<file path="config.mk">
export PLATFORM = sky130hd
export DESIGN_NAME = core_test_monitor
export DESIGN_NICKNAME = d
export VERILOG_FILES = /design/src/rtl/core_test_monitor.sv
export SDC_FILE = /design/constraint.sdc
export NUM_CORES = 1
export LEC_CHECK = 0
export ABC_AREA = 1
export BUFFER_PORTS_ARGS = -buffer_cell sky130_fd_sc_hd__buf_2
export CAP_MARGIN = 20
export CORE_MARGIN = 5
export CORE_UTILIZATION = 40
export CTS_BUF_LIST = sky130_fd_sc_hd__clkbuf_16
export DETAILED_ROUTE_END_ITERATION = 12
export PLACE_DENSITY = 0.66
export SLEW_MARGIN = 0
export SYNTH_ARGS = -nofsm -noshare
export SYNTH_HDL_FRONTEND = slang
export SYNTH_SLANG_ARGS = --single-unit
</file>
<file path="constraint.sdc">
create_clock -name clk -period 2.1 [get_ports clk]
set_input_delay 0.21 -clock clk [delete_from_list [all_inputs] [get_ports clk]]
set_output_delay 0.21 -clock clk [all_outputs]
set_load 0.1 [all_outputs]
</file>
<file path="src/rtl/core_test_monitor.sv">
// ============================================================================
// core_test_monitor: stretches bench reset into a core reset, counts cycles
// and retired instructions, mirrors one register and latches the test verdict.
// Revision 1.0
// ============================================================================
`default_nettype none

module core_test_monitor #(
  parameter int              XLEN           = 32,
  parameter int              CNT_W          = 32,
  parameter int              RESET_CYCLES   = 4,
  parameter int              TIMEOUT_CYCLES = 1000,
  parameter int              CHECK_REG      = 5,
  parameter logic [XLEN-1:0] HALT_ADDR      = 32'h0000_0FFC,
  parameter logic [XLEN-1:0] PASS_VALUE     = 32'h0000_0001
) (
  input  logic             clk,
  input  logic             rst,
  output logic             core_rst_o,
  input  logic             retire_i,
  input  logic             rf_we_i,
  input  logic [4:0]       rf_waddr_i,
  input  logic [XLEN-1:0]  rf_wdata_i,
  input  logic             dmem_we_i,
  input  logic [XLEN-1:0]  dmem_addr_i,
  input  logic [XLEN-1:0]  dmem_wdata_i,
  output logic [CNT_W-1:0] cycle_count_o,
  output logic [CNT_W-1:0] instret_count_o,
  output logic [XLEN-1:0]  check_value_o,
  output logic [XLEN-1:0]  halt_data_o,
  output logic [1:0]       state_o,
  output logic             done_o,
  output logic             pass_o,
  output logic             timeout_o
);

  localparam int RC_W = (RESET_CYCLES > 1) ? $clog2(RESET_CYCLES) : 1;
  localparam logic [RC_W-1:0]  C_RST_LAST = RC_W'(RESET_CYCLES - 1);
  localparam logic [CNT_W-1:0] C_TO_LAST  = CNT_W'(TIMEOUT_CYCLES - 1);
  localparam logic [4:0]       C_CHK_IDX  = 5'(CHECK_REG);

  typedef enum logic [1:0] {
    ST_RESET   = 2'd0,
    ST_RUN     = 2'd1,
    ST_DONE    = 2'd2,
    ST_TIMEOUT = 2'd3
  } state_t;

  state_t           state_q;
  logic [RC_W-1:0]  rst_cnt_q;
  logic             core_rst_q;
  logic [CNT_W-1:0] cycle_q, instret_q;
  logic [CNT_W-1:0] cycle_d, instret_d;
  logic [XLEN-1:0]  check_q, halt_data_q;
  logic             done_q, pass_q, timeout_q;

  logic w_halt, w_timeout, w_rf_hit;

  assign cycle_d   = (&cycle_q) ? cycle_q : cycle_q + CNT_W'(1);
  assign instret_d = (retire_i && !(&instret_q)) ? instret_q + CNT_W'(1) : instret_q;

  assign w_halt    = dmem_we_i && (dmem_addr_i == HALT_ADDR);
  assign w_timeout = (TIMEOUT_CYCLES != 0) && (cycle_q == C_TO_LAST);
  // x0 is hardwired zero in the core, so its writes are never mirrored.
  assign w_rf_hit  = rf_we_i && (rf_waddr_i == C_CHK_IDX) && (rf_waddr_i != 5'd0);

  always_ff @(posedge clk) begin
    if (rst) begin
      state_q     <= ST_RESET;
      rst_cnt_q   <= '0;
      core_rst_q  <= 1'b1;
      cycle_q     <= '0;
      instret_q   <= '0;
      check_q     <= '0;
      halt_data_q <= '0;
      done_q      <= 1'b0;
      pass_q      <= 1'b0;
      timeout_q   <= 1'b0;
    end else begin
      case (state_q)
        ST_RESET: begin
          rst_cnt_q <= rst_cnt_q + RC_W'(1);
          if (rst_cnt_q == C_RST_LAST) begin
            state_q    <= ST_RUN;
            core_rst_q <= 1'b0;
          end
        end
        ST_RUN: begin
          cycle_q   <= cycle_d;
          instret_q <= instret_d;
          if (w_rf_hit) check_q <= rf_wdata_i;
          if (w_halt) begin
            state_q     <= ST_DONE;
            halt_data_q <= dmem_wdata_i;
            done_q      <= 1'b1;
            pass_q      <= (dmem_wdata_i == PASS_VALUE);
          end else if (w_timeout) begin
            state_q   <= ST_TIMEOUT;
            done_q    <= 1'b1;
            pass_q    <= 1'b0;
            timeout_q <= 1'b1;
          end
        end
        default: ;
      endcase
    end
  end

  assign core_rst_o      = core_rst_q;
  assign cycle_count_o   = cycle_q;
  assign instret_count_o = instret_q;
  assign check_value_o   = check_q;
  assign halt_data_o     = halt_data_q;
  assign state_o         = state_q;
  assign done_o          = done_q;
  assign pass_o          = pass_q;
  assign timeout_o       = timeout_q;

endmodule

`default_nettype wire

</file>
; ---- Word-level counts from Yosys, hierarchy flattened
; Cells that the tools add are included.
; Widths: inputs -> output; s select.
[totals]
regBits = 136
input_bits = 106
output_inout_bits = 134
wordCells = 50
[op_classes]
add_sub_neg = 3
n_eq_ne = 8
n_mux = 8
bitwise = 2
n_reduce_logical = 19
[op_table]
columns = operator, count
row1 = $add 32x1->32 const B, 2
row2 = $reduce_and 32->1, 2
row3 = $eq 32x1->1 const B, 1
row4 = $eq 32x10->1 const B, 1
row5 = $eq 32x12->1 const B, 1
row6 = $reduce_and 2->1, 6
row7 = $mux 2, 3
row8 = $reduce_and 3->1, 2
row9 = $eq 5x3->1 const B, 1
row10 = $reduce_bool 5->1, 1
row11 = $logic_and 1x1->1, 4
row12 = $mux 1, 4
row13 = $pmux 2 s2, 1
row14 = $reduce_bool 2->1, 2
row15 = $ne 3x3->1 const B, 1
row16 = $add 2x1->2 const B, 1
row17 = $eq 2x1->1 const B, 1
row18 = $eq 2x2->1 const B, 1
row19 = $logic_not 2->1, 1
row20 = $ne 2x2->1 const B, 1
row21 = $not 1->1, 2
row22 = $logic_not 1->1, 1

; ---- Logic depth before layout (Yosys ltp)
[depth]
ltp_word = 4
mapped_depth = 12
ltp_nobuf = 12

; ---- Worst setup path after synthesis
; No wires, ideal clock.
[synth_path]
path_kind = register -> register
from = reg instret_q[0], in the netlist instret_count_o[0]
to = reg instret_q[20], in the netlist instret_count_o[20]
setup_ns = 0.143
arrival_ns = 2.419
required_time_ns = 1.957
slack_ns = -0.462
path_stages_with_launch = 12
path_buffers = 1
period_less_slack_ns = 2.562
cell_sequence = dfxtp_1 ha_1 nand3_2 inv_2 nand2_4 nor2_8 nand3_4 nand2_8 inv_4 buf_6 nand2_1 a21oi_2
[synth_via]
elab_chain_len = 4
word_cells_on_any_way = 5
cone_classes = 1 x add/sub / 4 x reduce/logical
[synth_lines]
columns = element, line_no
row1 = "start, declared", 52  ; logic [CNT_W-1:0] cycle_q, instret_q;
row2 = "start signal, assigned", 90  ; instret_q <= instret_d;
row3 = "parallel branches: the longest is 4 deep, another holds $add 32x1->32", --
; Several ways; the timed one is not identified.
; A chain may end at the register's enable or synchronous reset.

; ---- Worst setup path after layout
[layout_path]
from = reg cycle_q[0], in the netlist cycle_count_o[0]
to = reg cycle_q[8], in the netlist cycle_count_o[8]
[layout_via]
elab_chain_len = 3
word_cells_on_any_way = 4
cone_classes = 1 x add/sub / 1 x bitwise / 2 x reduce/logical
[layout_lines]
columns = element, line_no
row1 = "start, declared", 52
row2 = "start signal, assigned", 89  ; cycle_q <= cycle_d;
row3 = "parallel branches: the longest is 3 deep, another holds $add 32x1->32", --
; Several ways; the timed one is not identified.

==> key figures <==
Pwr
  – Pwr/cell area: 685 nW/um2
  – Leak: 3.98 nW
  – Total power: 6.29 mW
  – Maximum VDD drop: 0.514 mV

Place
  – Placer Congestion: 0.885
  – IO Port Bufs: 239
  – DP Wirelength: 16200 um
  – Place WS: 0.206 ns
  – Placed Area: 8530 um2

Critical path
  – Reg2reg path depth: 11
  – Worst Setup SP: cycle_count_o[0]$_SDFFE_PP0P_
  – Critical path class: reg2reg
  – Reg-to-reg endpoint: cycle_count_o[8]$_SDFFE_PP0P_
  – Crit. End Element: register
  – R2R setup slack: 0.17 ns
  – Worst EP arrival: 2.23 ns
  – Startpoint Class: register
  – CP Capture Point: cycle_count_o[8]$_SDFFE_PP0P_
  – Max FO, Critical Path: 21
  – Worst path required time: 2.40 ns
  – Worst R2R Start: cycle_count_o[0]$_SDFFE_PP0P_

Clock tree
  – Clock-pin transition on the worst setup and hold timing paths: 0.06 ns
  – Maximum clock insertion buffer count: 2
  – CTS tree: yes
  – Clk sinks: 136
  – CTS root buffer: clkbuf_16
  – H-Tree Depth: 4
  – Postcts setup bufs: 0
  – Num CTS Buffers: 17
  – Clock latency on the worst-skew pair: 0.42 ns

Drt
  – Total wire length: 21200 um
  – Antenna-violating nets left: 0
  – DRT iter0 DRCs: 440
  – Wire per inst: 13.4 um
  – DR vias/cell: 4.76
  – Vias: 7512
  – Pre-Repair DR Iteration Count: 5
  – DRC viols: 0

Logic synthesis
  – Synth warn: 0
  – Commonest cells in the netlist: nand2_1 (323), nor2_1 (319), dfxtp_1 (136)
  – Most numerous cell in the Yosys netlist: nand2_1
  – Post-Syn Area: 7040 um2
  – Post-synth top area cell: dfxtp_1
  – Syn nets: 1211
  – #FFs+latches synth: 136
  – Mapped Cells: 1102
  – Synth top area cells: dfxtp_1 (39%), nand2_1 (17%), nor2_1 (17%)
  – Async set or reset register ratio after synthesis: 0
  – Mapped Avg Cell Area: 6.39 um2
  – Synth top area share: 0.387
  – Cell variety after synth: 30
  – Sequential fraction of the synthesis area: 0.387
  – Number of synthesized flops with an enable pin: 0
  – Main synth FF type: dfxtp_1

Timing
  – Hold Slack: 0.0387 ns
  – Final setup fails: 0
  – Max-slew violation count: 0
  – Worst slew pin tran: 0.730 ns
  – F_max: 519 MHz
  – Unrepaired setup endpoints after global routing: false
  – Clock skew: 0.0106 ns
  – Setup_tns: 0 ns
  – Period utilization: 0.917
  – Final worst slack: 0.174 ns
  – Tmin final: 1.93 ns
  – Worst slew margin: 0.513
  – Endpoints failing hold: 0

Final layout
  – Filler cells: 1775
  – Area Overhead vs Synth: 30.4%
  – Inserted Diodes: 0
  – NumNets Final: 1450
  – Final Cell Area: 9180 um2
  – Share of layout cells above drive strength 1: 0.278

GRT
  – First-pass GRT wire length: 34100 um
  – Gr usage total: 0.206
  – Vias in the first global route: 7012
  – Gr ovfl total: 0
  – Pin count of the biggest net entering global routing: 57
  – Initial antenna violation count: 0

Floorplanning
  – Die Width: 143 um
  – Io pins: 240
  – Die ar.: 20400 um2
  – Die Span Y: 143 um
  – Core Region: 17300 um2
  – Cell Rows: 48
  – Initial core utilization: 0.407

Min path
  – Worst Hold Depth: 3
  – Hold Path Class: in2reg

Job
  – Max-Cap Viols: 0

Run status
  – Outcome: completed
-- final cells by class --
class	instances	area, um2	area share
inverter	52	200	0.0218
clock buffer	18	450	0.0491
multi-input combinational	879	3920	0.427
tap	225	282	0.0307
timing repair buffer	255	1330	0.145
clock inverter	14	196	0.0214
sequential	136	2800	0.305
-- layout by cell type, fill, tap and decap left out, drive strengths merged --
| cell type | synthesis | layout |
|---|---|---|
| nand2 | 326 | 326 |
| nor2 | 324 | 324 |
| buf | 12 | 255 |
| dfxtp | 136 | 136 |
| o21ai | 79 | 79 |
| inv | 52 | 53 |
| a21oi | 50 | 50 |
| nand3 | 32 | 32 |
| nand3b | 18 | 18 |
| clkbuf | 23 | 18 |
| xor2 | 15 | 15 |
| nand4 | 9 | 9 |
| xnor2 | 8 | 8 |
| nor3 | 7 | 7 |
| clkinv | 0 | 6 |
| nor3b | 5 | 5 |
| bufinv | 0 | 4 |
| ha | 3 | 3 |
| clkinvlp | 0 | 3 |
| and2 | 1 | 1 |
| o21a | 1 | 1 |
| o21bai | 1 | 1 |
-- stage by stage --
step,instances,utilization
finish,1579,0.531
global route,1579,0.531
CTS,1579,0.531
detailed placement,1547,0.493
global placement,1547,0.493
floorplan,1102,-
-- per-layer routing --
metal	track usage	up-vias	wire, um
li1	-	3955	-
met1	0.259	3315	9070
met2	0.352	199	10500
met3	0.0355	43	1050
met4	0.0825	0	594
met5	0	-	0
-- critical path, cell delays in order, from the launching register on --
cell     delay (ns)
dfxtp_4        0.36
ha_1           0.20
inv_1          0.11
nor2_2         0.14
nand2_1        0.14
nor2_2         0.19
nand2_1        0.11
nand2_4        0.09
buf_6          0.20
nor2_1         0.05
o21ai_0        0.17
nor2_1         0.07
-- worst min-delay path by stage --
stage / from / end / slack, ns
global placement: core_rst_o$_SDFFE_PP1P_ / core_rst_o$_SDFFE_PP1P_ / 0.43
detailed placement: core_rst_o$_SDFFE_PP1P_ / core_rst_o$_SDFFE_PP1P_ / 0.44
floorplan: rf_wdata_i[0] / check_value_o[0]$_SDFFE_PP0P_ / 0.38
finish: rf_wdata_i[8] / check_value_o[8]$_SDFFE_PP0P_ / 0.04
CTS: rf_wdata_i[8] / check_value_o[8]$_SDFFE_PP0P_ / 0.02
global route: rf_wdata_i[19] / check_value_o[19]$_SDFFE_PP0P_ / 0.04
-- cell families after synthesis --
logic type | synth area share
AOI/OAI and AO/OA | 0.104
xor gates and xnor gates | 0.0286
DFF | 0.387
adders and majority gates | 0.00533
buffers and inverters | 0.0568
and+or+nand+nor | 0.418
-- state kept, by name, summed over array words and instances (netlist names) --
register and flops:
state_o 2, pass_o 1, cycle_count_o 32, done_o 1
instret_count_o 32, check_value_o 32, core_rst_o 1, rst_cnt_q 2
timeout_o 1, halt_data_o 32
-- report_power, final --
group / switching (mW) / internal, mW / leakage [nW]
registers: 0.0166 / 2.60 / 1.13
logic: 0.299 / 0.143 / 2.55
clock network: 1.17 / 2.06 / 0.308
-- timing repair --
item | CTS | global route
hold endpoints to repair | 0 | 0
hold buffers | 0 | 0
gates resized for setup | 0 | 3
setup endpoints to repair | 0 | 5
No activity file was read; power rests on OpenSTA's default activity.
